[src/rtl/bin2bcd_seq_pkg.sv]
// Shared types and constants for the sequential binary-to-BCD converter.
// Holds the FSM encoding, the digit adjust constants and the counter width helper.
package bin2bcd_seq_pkg;

    typedef enum logic {
        IDLE = 1'b0,
        CONV = 1'b1
    } state_t;

    localparam logic [3:0] BCD_ADJ_THRESH = 4'd5;
    localparam logic [3:0] BCD_ADJ_ADD    = 4'd3;

    // The bit counter must hold the value W itself, so it needs $clog2(W+1) bits.
    function automatic int cnt_width(input int w);
        return $clog2(w + 1);
    endfunction

    function automatic longint pow10(input int n);
        longint p;
        p = 1;
        for (int i = 0; i < n; i++) p = p * 10;
        return p;
    endfunction

endpackage

[src/rtl/bin2bcd_seq_adj.sv]
// Single BCD digit pre-shift correction for double dabble: add 3 when the digit is 5 or more.
// The result wraps within 4 bits, so no carry leaves the digit.
module bcd_digit_adj
    import bin2bcd_seq_pkg::*;
(
    input  logic [3:0] din,
    output logic [3:0] dout
);

    assign dout = (din >= BCD_ADJ_THRESH) ? din + BCD_ADJ_ADD : din;

endmodule

[src/rtl/bin2bcd_seq.sv]
// Sequential shift-add-3 binary-to-BCD converter, one input bit per clock, start/busy/done handshake.
// Optional leading-zero blank mask is enabled with the BIN2BCD_BLANK_EN macro.
module bin2bcd_seq
    import bin2bcd_seq_pkg::*;
#(
    parameter int W      = 8,
    parameter int DIGITS = 3
) (
    input  logic                  clk,
    input  logic                  rst_n,
    input  logic                  start,
    input  logic [W-1:0]          bin,
    output logic                  busy,
    output logic                  done,
    output logic [4*DIGITS-1:0]   bcd,
    output logic [DIGITS-1:0]     blank
);

    localparam int CW = cnt_width(W);
    localparam int BW = 4 * DIGITS;

    if (pow10(DIGITS) <= ((64'd1 << W) - 64'd1)) begin : g_digits_too_few
        $error("bin2bcd_seq: DIGITS too small to represent 2^W-1");
    end

    state_t          state;
    logic [BW-1:0]   scratch;
    logic [BW-1:0]   scr_adj;
    logic [BW-1:0]   scr_next;
    logic [W-1:0]    shreg;
    logic [CW-1:0]   cnt;
    logic            last;

    for (genvar g = 0; g < DIGITS; g++) begin : g_adj
        bcd_digit_adj u_adj (
            .din  (scratch[4*g +: 4]),
            .dout (scr_adj[4*g +: 4])
        );
    end

    // Adjusted scratch and the binary shift register shift left as one combined register.
    assign scr_next = {scr_adj[BW-2:0], shreg[W-1]};
    assign last     = (state == CONV) && (cnt == CW'(1));

    always_ff @(posedge clk or negedge rst_n) begin
        if (!rst_n) begin
            state   <= IDLE;
            busy    <= 1'b0;
            done    <= 1'b0;
            bcd     <= '0;
            scratch <= '0;
            shreg   <= '0;
            cnt     <= '0;
        end else begin
            done <= 1'b0;
            case (state)
                IDLE: begin
                    if (start) begin
                        shreg   <= bin;
                        scratch <= '0;
                        cnt     <= CW'(W);
                        busy    <= 1'b1;
                        state   <= CONV;
                    end
                end
                CONV: begin
                    scratch <= scr_next;
                    shreg   <= shreg << 1;
                    cnt     <= cnt - CW'(1);
                    if (last) begin
                        bcd   <= scr_next;
                        done  <= 1'b1;
                        busy  <= 1'b0;
                        state <= IDLE;
                    end
                end
                default: state <= IDLE;
            endcase
        end
    end

`ifdef BIN2BCD_BLANK_EN
    logic [DIGITS-1:0] blank_next;
    logic              zero_run;

    // A digit blanks only when it and every digit above it are zero; units never blank.
    always_comb begin
        blank_next = '0;
        zero_run   = 1'b1;
        for (int i = DIGITS - 1; i >= 1; i--) begin
            zero_run      = zero_run && (scr_next[4*i +: 4] == 4'd0);
            blank_next[i] = zero_run;
        end
    end

    always_ff @(posedge clk or negedge rst_n) begin
        if (!rst_n)    blank <= '0;
        else if (last) blank <= blank_next;
    end
`else
    assign blank = '0;
`endif

endmodule

[config.mk]
export PLATFORM = sky130hd
export DESIGN_NAME = bin2bcd_seq
export DESIGN_NICKNAME = d
export VERILOG_FILES = /design/src/rtl/bin2bcd_seq_pkg.sv /design/src/rtl/bin2bcd_seq_adj.sv /design/src/rtl/bin2bcd_seq.sv
export SDC_FILE = /design/constraint.sdc
export NUM_CORES = 1
export LEC_CHECK = 0
export BUFFER_PORTS_ARGS = -buffer_cell sky130_fd_sc_hd__buf_4
export CAP_MARGIN = 40
export CORE_UTILIZATION = 43
export DETAILED_ROUTE_END_ITERATION = 8
export HOLD_SLACK_MARGIN = 0.15
export SYNTH_ARGS = -nofsm -noshare
export SYNTH_HDL_FRONTEND = slang
export SYNTH_HIERARCHICAL = 1
export SYNTH_SLANG_ARGS = --single-unit
export TNS_END_PERCENT = 50
[constraint.sdc]
create_clock -name clk -period 2.1 [get_ports clk]
set_input_delay 0.42 -clock clk [delete_from_list [all_inputs] [get_ports clk]]
set_output_delay 0.42 -clock clk [all_outputs]
set_load 0.005 [all_outputs]
==> metrics.txt <==
CP peak stage delay roughly 0.40 ns; layout cells sized above 1 0.263; R2R Path End bcd[11]; minimum clock period ~1.7 ns; Peak Freq slightly below 600 MHz; Leakage between 1 and 1.5 nW; unrepaired setup endpoints after global routing no; Final period util 0.814; Avg Cell Area, Syn ~12 um2; Die Area around 0.0047 mm2; Max VDD drop ~0.74 mV; setup_tns 0 ns; Hold Path Class input pin to flip-flop; H-tree depth 2; post-DP HPWL roughly 2200 um; n_diodes 0; Post-Route Utilization 0.536; global-route wire length before repair just under 6000 um; initial antenna violation count 0; crit end category flip-flop; Site Rows 23; CTS clock-pin slew for the worst setup and hold paths approximately 0.07 ns; Worst path top cell family by delay flip-flops; Synth Instances about 160; Area growth syn-to-layout 15.7%; Worst Path Required approximately 2.3 ns; Slowest cell on crit path dfrtp_1; Critical path buffers and inverters 2; worst r2r src cnt[1]; status finished clean; Worst R2R Path Depth 5; Longest Clk Path Bufs 2; Routed wire per std cell 13.7 um; DRT antenna net count 0; Die H 68.6 um; grt ovf 0; Yosys warning total 6; GRT Total Usage 0.174; met2 Use GR 0.284; Vias/cell between 5 and 6; Root Driver clkbuf_8; Post-CTS Setup Repair Bufs 0; CTS buffer count 5; DRT Wirelength between 3000 and 4000 um; Worst Path Max Fanout 14; Core Footprint roughly 0.0041 mm2; DRC viols 0; gpl congestion slightly above 0.7; Layout Nets 208; Worst setup SP type flip-flop; CP Cell Sequence inv_1, ha_1, nor4bb_4, buf_4, mux2_2; clk_lat worst skew 0.29 ns; CP Capture Point bcd[11]; CTS Sinks 39; I/O pin cnt 28; 1st-iter DRT viols 89; CTS tree done; first drt pass iteration count 4; Die W approximately 70 um; Setup Crit Path Kind flip-flop to flip-flop; P per Cell Area approximately 1600 mW/mm2; GR peak layer met2; WP depth 5; Clock Skew 0.00473 ns; max capacitance violation total 0; launch point of the critical path cnt[1]; Starting Density 0.463; routed vias 1234; vias in the first global route 1296; WP data arrival about 1.9 ns; final number of setup-violating endpoints 0; met3 Track Usage GR 0.0724; largest net degree at the start of global routing 40; final-report max-slew violation count 0; Fin. Hold Viols 0; Post-Synthesis Cell Area approximately 0.0019 mm2; setup slack, reg-to-reg 0.39 ns; M1 GR Usage 0.202; port bufs 24
==> worst reg2reg max path: stages, from the launching register on <==
cell and delay [ns]:
dfrtp_1 0.40, inv_1 0.11, ha_1 0.17, nor4bb_4 0.27
buf_4 0.29, mux2_2 0.37
==> cell usage in the layout (no fill, tap or decap), drive strengths merged <==
cell type / instances
dfrtp: 39
nor2: 6
o21ai: 12
dlygate4sd3: 1
a22o: 12
ha: 8
conb: 3
a21o: 1
buf: 27
nor3: 1
inv: 9
clkinv: 1
a21oi: 3
nand2: 18
nand2b: 6
xor2: 1
xnor2: 3
nor3b: 2
mux2i: 11
clkbuf: 7
o31ai: 2
or4: 1
o21bai: 1
a31oi: 1
mux2: 13
nor4bb: 1
==> per-layer routing <==
layer	wire, um	share of wire
met4	50	0.015
met3	175	0.053
met1	1480	0.45
met2	1590	0.48
met5	0	0
==> final cells by class <==
class,count,area [um2]
fill,362,1910
clock buffer,7,76.3
sequential,39,976
multi-input combinational,106,841
timing repair buffer,28,213
clock inverter,1,5.00
tap,50,62.6
inverter,9,33.8
==> power by group <==
| group | internal [mW] | switching [mW] |
|---|---|---|
| clock | 0.233 | 0.246 |
| sequential | 1.09 | 0.280 |
| combinational | 0.899 | 0.694 |
| total | 2.22 | 1.22 |
==> registers in the layout, summed over array words and instances (netlist names) <==
register / flops
bcd: 12
state: 1
done: 1
scratch: 12
shreg: 8
busy: 1
cnt: 4
==> stage by stage <==
step	std cells	power, mW	instance area, um2	hold slack (ns)	setup WS, ns
2_1_floorplan	165	2.53	1910	0.124	0.535
3_3_place_gp	231	2.91	2120	0.415	0.459
3_5_place_dp	231	3.00	2120	0.422	0.386
4_1_cts	240	3.50	2210	0.373	0.389
5_1_grt	240	3.78	2210	0.381	0.295
6_report	240	3.44	2210	0.376	0.392
==> worst min path at each step <==
stage,start,end,slack [ns],depth (start not counted)
after floorplan,rst_n,bcd[0],0.12,0
after global placement,rst_n,bcd[3],0.41,1
after detailed placement,rst_n,bcd[4],0.42,1
after CTS,bin[0],shreg[0],0.37,3
after global routing,bin[0],shreg[0],0.38,3
final,bin[0],shreg[0],0.38,3
==> what timing repair did <==
action,4_1_cts,5_1_grt
hold endpoints to repair,39,0
resized for setup,0,0
hold buffers,1,0
Note: power is estimated with default switching activity, not from simulation.
